$ cat src/rtl/soc_seq_pkg.sv
// soc_seq_pkg: shared types and constants for the SoC test sequencer.
// Optional build macro used by the sequencer: SOC_SEQ_HALT_EN.
package soc_seq_pkg;

   // Sequencer phases
   typedef enum logic [2:0] {
      ST_IDLE  = 3'd0,
      ST_RESET = 3'd1,
      ST_RUN   = 3'd2,
      ST_CHECK = 3'd3,
      ST_DONE  = 3'd4
   } seq_state_t;

   // Default MISR feedback taps (CRC-32 polynomial)
   localparam logic [31:0] SEQ_DEFAULT_POLY = 32'h04C1_1DB7;

   // Phases in which a run is in progress
   function automatic logic seq_is_busy(input seq_state_t s);
      return (s == ST_RESET) || (s == ST_RUN) || (s == ST_CHECK);
   endfunction

   // Phases in which the SoC is released from reset
   function automatic logic seq_dut_released(input seq_state_t s);
      return (s == ST_RUN) || (s == ST_CHECK) || (s == ST_DONE);
   endfunction

endpackage

$ cat src/rtl/soc_seq_misr.sv
// soc_seq_misr: multiple-input signature register compacting one word per
// enabled cycle: sig <= {sig[W-2:0], ^(sig & POLY)} ^ din.
module soc_seq_misr
   import soc_seq_pkg::*;
#(
   parameter int unsigned       DATA_W = 32,
   parameter logic [DATA_W-1:0] POLY   = DATA_W'(SEQ_DEFAULT_POLY)
) (
   input  logic              clk,
   input  logic              rst_n,
   input  logic              clr,
   input  logic              en,
   input  logic [DATA_W-1:0] din,
   output logic [DATA_W-1:0] sig
);

   logic [DATA_W-1:0] sig_q;
   logic              fb;

   // Feedback bit from the tapped signature bits
   always_comb begin
      fb = ^(sig_q & POLY);
   end

   // Signature register: clear has priority over compaction
   always_ff @(posedge clk or negedge rst_n) begin
      if (!rst_n) begin
         sig_q <= '0;
      end else if (clr) begin
         sig_q <= '0;
      end else if (en) begin
         sig_q <= {sig_q[DATA_W-2:0], fb} ^ din;
      end
   end

   // Signature output
   always_comb begin
      sig = sig_q;
   end

endmodule

$ cat src/rtl/soc_test_sequencer.sv
// soc_test_sequencer: reset/run controller for the RV32I SoC. Holds the SoC
// in reset, releases it for a fixed run while compacting its observation
// word into a MISR, then compares the signature against an expected value.
// Build macro SOC_SEQ_HALT_EN adds iHALT_VAL: RUN ends early after the
// cycle in which iOBS equals iHALT_VAL.
module soc_test_sequencer
   import soc_seq_pkg::*;
#(
   parameter int unsigned DATA_W     = 32,
   parameter int unsigned MODE_W     = 2,
   parameter int unsigned SW_W       = 8,
   parameter int unsigned RST_CYCLES = 4,
   parameter int unsigned RUN_CYCLES = 40,
   parameter int unsigned CNT_W      = 16,
   parameter logic [31:0] POLY       = SEQ_DEFAULT_POLY
) (
   input  logic              iCLK,
   input  logic              iRST,
   input  logic              iSTART,
   input  logic              iABORT,
   input  logic [MODE_W-1:0] iMODE,
   input  logic [SW_W-1:0]   iSW,
   input  logic [DATA_W-1:0] iEXPECT,
   input  logic [DATA_W-1:0] iOBS,
   output logic              oDUT_RST,
   output logic [MODE_W-1:0] oDUT_MODE,
   output logic [SW_W-1:0]   oDUT_SW,
   output logic              oBUSY,
   output logic              oDONE,
   output logic              oPASS,
   output logic [DATA_W-1:0] oSIG,
   output logic [CNT_W-1:0]  oCYCLES
`ifdef SOC_SEQ_HALT_EN
   ,
   input  logic [DATA_W-1:0] iHALT_VAL
`endif
);

   localparam logic [31:0] RST_LAST = 32'(RST_CYCLES - 1);
   localparam logic [31:0] RUN_LAST = 32'(RUN_CYCLES - 1);

   seq_state_t  state;
   seq_state_t  state_nxt;
   logic [31:0] phase;
   logic        start_go;
   logic        misr_en;
   logic        halt_hit;
   logic        run_last;

   // Early-halt match on the observed word
`ifdef SOC_SEQ_HALT_EN
   always_comb begin
      halt_hit = (iOBS == iHALT_VAL);
   end
`else
   always_comb begin
      halt_hit = 1'b0;
   end
`endif

   // Run start/compaction qualifiers; abort overrides both
   always_comb begin
      run_last = (phase == RUN_LAST) || halt_hit;
      start_go = iSTART && !iABORT && ((state == ST_IDLE) || (state == ST_DONE));
      misr_en  = !iABORT && (state == ST_RUN);
   end

   // State register
   always_ff @(posedge iCLK or negedge iRST) begin
      if (!iRST) begin
         state <= ST_IDLE;
      end else begin
         state <= state_nxt;
      end
   end

   // Next-state logic
   always_comb begin
      state_nxt = state;
      if (iABORT) begin
         state_nxt = ST_IDLE;
      end else begin
         case (state)
            ST_IDLE:  if (iSTART) state_nxt = ST_RESET;
            ST_RESET: if (phase == RST_LAST) state_nxt = ST_RUN;
            ST_RUN:   if (run_last) state_nxt = ST_CHECK;
            ST_CHECK: state_nxt = ST_DONE;
            ST_DONE:  if (iSTART) state_nxt = ST_RESET;
            default:  state_nxt = ST_IDLE;
         endcase
      end
   end

   // Phase-decoded outputs; oDUT_RST is decoded from state so it drops
   // together with iRST without waiting for a clock edge
   always_comb begin
      oBUSY    = seq_is_busy(state);
      oDONE    = (state == ST_DONE);
      oDUT_RST = seq_dut_released(state);
   end

   // Run datapath: latched stimulus, phase counter, cycle count, verdict
   always_ff @(posedge iCLK or negedge iRST) begin
      if (!iRST) begin
         oDUT_MODE <= '0;
         oDUT_SW   <= '0;
         oCYCLES   <= '0;
         oPASS     <= 1'b0;
         phase     <= '0;
      end else if (iABORT) begin
         oPASS <= 1'b0;
         phase <= '0;
      end else if (start_go) begin
         oDUT_MODE <= iMODE;
         oDUT_SW   <= iSW;
         oCYCLES   <= '0;
         oPASS     <= 1'b0;
         phase     <= '0;
      end else begin
         case (state)
            ST_RESET: phase <= (phase == RST_LAST) ? '0 : phase + 32'd1;
            ST_RUN: begin
               phase <= phase + 32'd1;
               if (oCYCLES != '1) begin
                  oCYCLES <= oCYCLES + CNT_W'(1);
               end
            end
            ST_CHECK: oPASS <= (oSIG == iEXPECT);
            default: ;
         endcase
      end
   end

   soc_seq_misr #(
      .DATA_W (DATA_W),
      .POLY   (DATA_W'(POLY))
   ) u_misr (
      .clk   (iCLK),
      .rst_n (iRST),
      .clr   (start_go),
      .en    (misr_en),
      .din   (iOBS),
      .sig   (oSIG)
   );

endmodule
$ cat config.mk
export PLATFORM = sky130hd
export DESIGN_NAME = soc_test_sequencer
export DESIGN_NICKNAME = d
export VERILOG_FILES = /design/src/rtl/soc_seq_pkg.sv /design/src/rtl/soc_seq_misr.sv /design/src/rtl/soc_test_sequencer.sv
export SDC_FILE = /design/constraint.sdc
export NUM_CORES = 1
export LEC_CHECK = 0
export ABC_AREA = 1
export CAP_MARGIN = 30
export CORE_UTILIZATION = 46
export DETAILED_ROUTE_END_ITERATION = 10
export PLACE_DENSITY = 0.78
export SLEW_MARGIN = 20
export SYNTH_ARGS = -nofsm -noshare
export SYNTH_HDL_FRONTEND = slang
export SYNTH_SLANG_ARGS = --single-unit
$ cat constraint.sdc
create_clock -name iCLK -period 1.6 [get_ports iCLK]
set_input_delay 0.16 -clock iCLK [delete_from_list [all_inputs] [get_ports iCLK]]
set_output_delay 0.16 -clock iCLK [all_outputs]
set_load 0.01 [all_outputs]
Word level (Yosys, flattened, before mapping). Index checks and enable logic that the tools add are counted.

Add/subtract/negate cells: 2. Equal/unequal tests: 11. Mux-type cells: 17. Bitwise operators: 2. Reduce and logical (&&, ||, !) cells: 20.

Operators with widths (number): $mux W32 (5); $pmux W32 S2 (1); $mux W16 (3); $add A32 B1 Y32 const B (1); $eq A32 B2 Y1 const B (1); $eq A32 B32 Y1 (1); $eq A32 B6 Y1 const B (1); $reduce_xor A32 Y1 (1); $xor A32 B32 Y32 (1); $add A16 B1 Y16 const B (1); $ne A16 B16 Y1 const B (1); $mux W3 (4); $pmux W3 S4 (1); $eq A3 B2 Y1 const B (2); $ne A3 B3 Y1 const B (2); $reduce_and A3 Y1 (2); $reduce_bool A2 Y1 (3); $logic_or A1 B1 Y1 (5); $reduce_bool A4 Y1 (1); $eq A3 B1 Y1 const B (1); $eq A3 B3 Y1 const B (1); $logic_and A1 B1 Y1 (3); $logic_not A3 Y1 (1); $mux W1 (3); 6 further kinds (6).

Bits in registers: 94. Input port bits: 78. Output and inout port bits: 62. Word-level logic and storage cells: 59.

Depth between registers and ports, before layout.
Word-level depth: 5. Depth in mapped cells: 13. Gate-level depth less buffers: 12.

Hierarchy. Synthesis repeated with hierarchy kept, for this count alone.

Cell total of the unflattened synthesis: 902. Area, all modules: 6209.7 µm².

By module, submodules not included: soc_test_sequencer (times used 1, cells an instance 695, area each 4508.1 µm², seq. area each 1551.5 µm²); soc_seq_misr (times used 1, cells an instance 207, area each 1701.6 µm², seq. area each 800.8 µm²).

Worst setup path after synthesis. No wires, ideal clock.

Kind: register to register. Start point: reg phase[0]. End point: reg phase[7]. Setup time: 0.119 ns. Arrival time: 1.602 ns. Required time: 1.481 ns. Slack: -0.121 ns. Stages on the path, launching flop included: 11. Path buffers: 1. Period minus slack after synthesis: 1.721 ns. Cells stage by stage: dfrtp_1 ha_1 inv_1 nor2_1 nand3_1 nor2_1 nand3_1 o21ai_0 and2_1 buf_4 nor2_1.

Longest elaborated chain between the ends: 5. Elaborated cells on any way between the ends: 6. Classes of those cells: 1 x add/sub; 1 x eq/ne; 4 x mux.

Ends and longest elaborated chain: start, declared (line soc_test_sequencer.sv:44) `logic [31:0] phase;`; start signal, assigned (line soc_test_sequencer.sv:121) `ST_RESET: phase <= (phase == RST_LAST) ? '0 : phase + 32'd1;`; start signal, assigned (line soc_test_sequencer.sv:123) `phase <= phase + 32'd1;`; $add A32 B1 Y32 / $eq A32 B2 Y1 (equally long branches) (line soc_test_sequencer.sv:121, soc_test_sequencer.sv:123); $mux W32 (line soc_test_sequencer.sv:121); $pmux W32 S2 (*) (line soc_test_sequencer.sv:120) `case (state)`; $mux W32 (*) (line soc_test_sequencer.sv:113) `end else if (start_go) begin`; $mux W32 (*) (line soc_test_sequencer.sv:110) `end else if (iABORT) begin`.

Every way passes the cells marked *; elsewhere a longest branch is shown, timed or not. A chain may end at the register's enable or synchronous reset.

Worst setup path after layout.
Start point: reg phase[4]. End point: reg phase[7].

The elaborated chain is that of the path after synthesis.

==> impl_summary.log <==
[metrics] outcome: finished, violations left
[metrics] violations in the final reports: negative setup slack
[metrics] pin count of the biggest net entering global routing: 37
[metrics] syn_nets: ~910
[metrics] global placer's final weighted congestion: just over 0.9
[metrics] vertical extent of the die: between 100 and 150 µm
[metrics] flip-flop cell with the highest count after synthesis: dfrtp_1
[metrics] flops & latches, synth: 94
[metrics] multiplexer share of the synthesized area: 0%
[metrics] routed via count: roughly 6400
[metrics] synthesis warning total: 0
[metrics] compound-cell area share of the yosys netlist: between 6 and 7%
[metrics] maximum vdd drop: 816 µV
[metrics] via count of the first global-routing pass: 6249
[metrics] worst slew pin tran: ~0.45 ns
[metrics] Final Util: ~72%
[metrics] worst hold-check path type: input pin to asynchronous set/reset pin
[metrics] post-synthesis cell area: 5950 µm²
[metrics] CTS tree: built
[metrics] Setup-failing EPs final: 12
[metrics] post-synthesis cell count: between 800 and 900
[metrics] leakage component of the power: just under 4 nW
[metrics] Synth Area in Simple Gates: ~33%
[metrics] Reg clk slew, reported paths: around 0.07 ns
[metrics] DIE AREA: 13400 µm²
[metrics] worst-path fanout max: 5
[metrics] share of the synthesized area in the top cell type: between 30% and 40%
[metrics] clock buffer count from CTS: 9
[metrics] setup repair after global routing missed its margin: true
[metrics] ys async rst share: 100%
[metrics] effective utilization at floorplan: between 40% and 50%
[metrics] worst hold slack: 0.288 ns
[metrics] detailed placement HPWL: ~14000 µm
[metrics] most numerous cell in the Yosys netlist: nand2_1
[metrics] Final Slew Violations: 0
[metrics] Tmin final: between 1.5 and 2 ns
[metrics] kind of end point of the critical path: register
[metrics] first-pass GRT wire length: between 20000 and 30000 µm
[metrics] ranking of synthesized cells by instance count: 251 x nand2_1, 111 x nor2_1, 94 x dfrtp_1
[metrics] DR WL/cell: approximately 15 µm
[metrics] Synth Area in XOR/XNOR: 13.4%
[metrics] final critical-path share of the clock period: 107%
[metrics] Pwr Density: 1150 nW/µm²
[metrics] crit path setup slack, layout: -0.109 ns
[metrics] antenna violation net count after detailed routing: 0
[metrics] Post-Layout Inst Area: 9060 µm²
[metrics] worst path arrival time: between 1.5 and 2 ns
[metrics] Max Cap Violations: 0
[metrics] register-to-register setup slack: -0.11 ns
[metrics] highest clock frequency the design can meet: 585 MHz
[metrics] Ant. Diodes: 0
[metrics] type of the worst setup path: register to register
[metrics] Area after DPL: a little over 8000 µm²
[metrics] Adder-Cell Fraction of Synth Area: less than 1%
[metrics] final hold violation count: 0
[metrics] Boundary Pins: 140
[metrics] final total negative setup slack: -0.899 ns
[metrics] chip width: roughly 120 µm
[metrics] count of flip-flops with a built-in enable after synthesis: 0
[metrics] Avg Synthesized Cell Area: between 7 and 8 µm²
[metrics] number of buffers added on ports: 139
[metrics] register area share after synthesis: about two fifths
[metrics] H-tree depth: 3
[metrics] fraction of final layout cells sized beyond drive strength 1: 23.9%
[metrics] distinct cell type count after synthesis: 34
[metrics] number of buffers on the longest clock path: 2
[metrics] startpoint kind of the worst setup timing path: register
[metrics] count of clock tree sinks: 94
[metrics] worst clock skew: 0.00589 ns
[metrics] Placeable Area: 12600 µm²
[metrics] root buf cell: clkbuf_16
[metrics] area added between synthesis and finish: 52.2%
[metrics] wire length reported by the detailed router: ~19000 µm
[metrics] Cell Rows: 41
[metrics] dominant combinational cell family by area after synthesis: simple AND/OR/NAND/NOR gates
[metrics] Post-layout nets: approximately 1100
[metrics] length of the first detailed-routing pass in iterations: 5
[metrics] clock latency at the later pin of the worst-skew pair: 0.36 ns
[metrics] Critical Path RT: ~1.9 ns
[metrics] antenna violations before repair: 0
[metrics] worst-case setup slack after placement: -0.129 ns
[metrics] Slew Limit Headroom: between 70 and 80%
[metrics] final global-route overflow total: 0
[metrics] overall track demand over capacity in global routing: 28.6%
[metrics] area leader, netlist: dfrtp_1
[metrics] DRC marker count from the first detailed-route iteration: 464
[metrics] Vias per Instance: 5.14
[metrics] Area contributors post-synth: dfrtp_1 40%, nand2_1 16%, xnor2_1 9.6%
[metrics] DRC violation count after routing: 0
path summary, 6_finish.rpt:
path | startpoint | to | cells after the start
min | iRST | oCYCLES[0] | 2
min in group iCLK | iSW[3] | oDUT_SW[3] | 3
max | phase[4] | phase[7] | 9
max in group asynchronous | iRST | phase[7] | 3
min reg2reg | oDUT_SW[3] | oDUT_SW[3] | 2
max reg2reg | phase[4] | phase[7] | 9
through the flow:
stage | power [mW] | instances
6_report | 10.4 | 1241
2_1_floorplan | 5.57 | 829
4_1_cts | 10.2 | 1232
5_1_grt | 11.0 | 1241
3_3_place_gp | 7.43 | 1212
3_5_place_dp | 7.55 | 1212
report_power, final:
part	total, mW	switching (mW)	internal [mW]
combinational	4.57	2.37	2.20
clock	2.46	1.03	1.44
sequential	3.36	0.534	2.82
final cells by class:
cell class / count / area [µm²]
clock buffer: 10 / 239
clock inverter: 6 / 97.6
fill: 954 / 3560
inverter: 77 / 299
multi-input combinational: 633 / 3540
sequential: 94 / 2370
tap: 172 / 215
timing repair buffer: 248 / 2280
timing repair inverter: 1 / 8.76
cell usage in the layout (no fill, tap or decap), drive strengths merged:
master | Yosys | final
clkbuf | 18 | 11
dlymetal6s2s | 0 | 1
nand4 | 22 | 22
a22o | 1 | 1
bufinv | 0 | 2
inv | 77 | 81
clkinv | 0 | 1
o21ai | 43 | 43
o31ai | 5 | 5
nand2 | 254 | 254
nand3 | 57 | 57
and2 | 1 | 1
dfrtp | 94 | 94
a21oi | 4 | 4
ha | 2 | 2
clkdlybuf4s50 | 0 | 134
o41ai | 1 | 1
or2 | 4 | 4
nor2 | 114 | 114
dlygate4sd2 | 0 | 1
xnor2 | 65 | 65
o22ai | 13 | 13
o21bai | 1 | 1
nand3b | 1 | 1
nor3 | 18 | 18
buf | 7 | 110
a31o | 1 | 1
dlygate4sd3 | 0 | 1
xor2 | 26 | 26
registers in the layout, indices dropped and copies added (netlist names):
signal / cells
oCYCLES: 16
oDUT_MODE: 2
oDUT_SW: 8
oPASS: 1
phase: 32
state: 3
u_misr.sig: 32
timing repair:
action                                  in CTS  in global routing
buffers inserted                             3                  9
pin swaps                                    8                 32
resized for setup                           36                113
hold buffers                                 1                  0
endpoints found under the hold margin       29                  0
endpoints found under the setup margin      43                 79
gates cloned                                 0                  1
cells by family after synthesis:
kind of cell	count (synthesis)
XOR/XNOR	91
flip-flops	94
buffers and inverters	102
adder cells (fa/ha/maj)	2
AND/OR/NAND/NOR	471
AO/OA/AOI/OAI	69
routing by layer:
metal	share of wire, %	vias up	routed length (µm)	GRT usage (%)
met2	50	211	9470	48.9
met3	5.1	44	959	5.02
met5	0	-	0	0
met4	2.7	0	504	12.1
met1	42	3016	8010	35.9
li1	-	3111	-	-
critical path, cell delays in order, from the launching register on:
cell	delay, ns
dfrtp_2	0.46
nand2_4	0.09
buf_4	0.14
nor2_2	0.14
inv_2	0.11
nor2_4	0.13
nand2_1	0.09
nor2_1	0.21
xnor2_1	0.16
nor2_1	0.07
(Power assumes the default switching activity.)
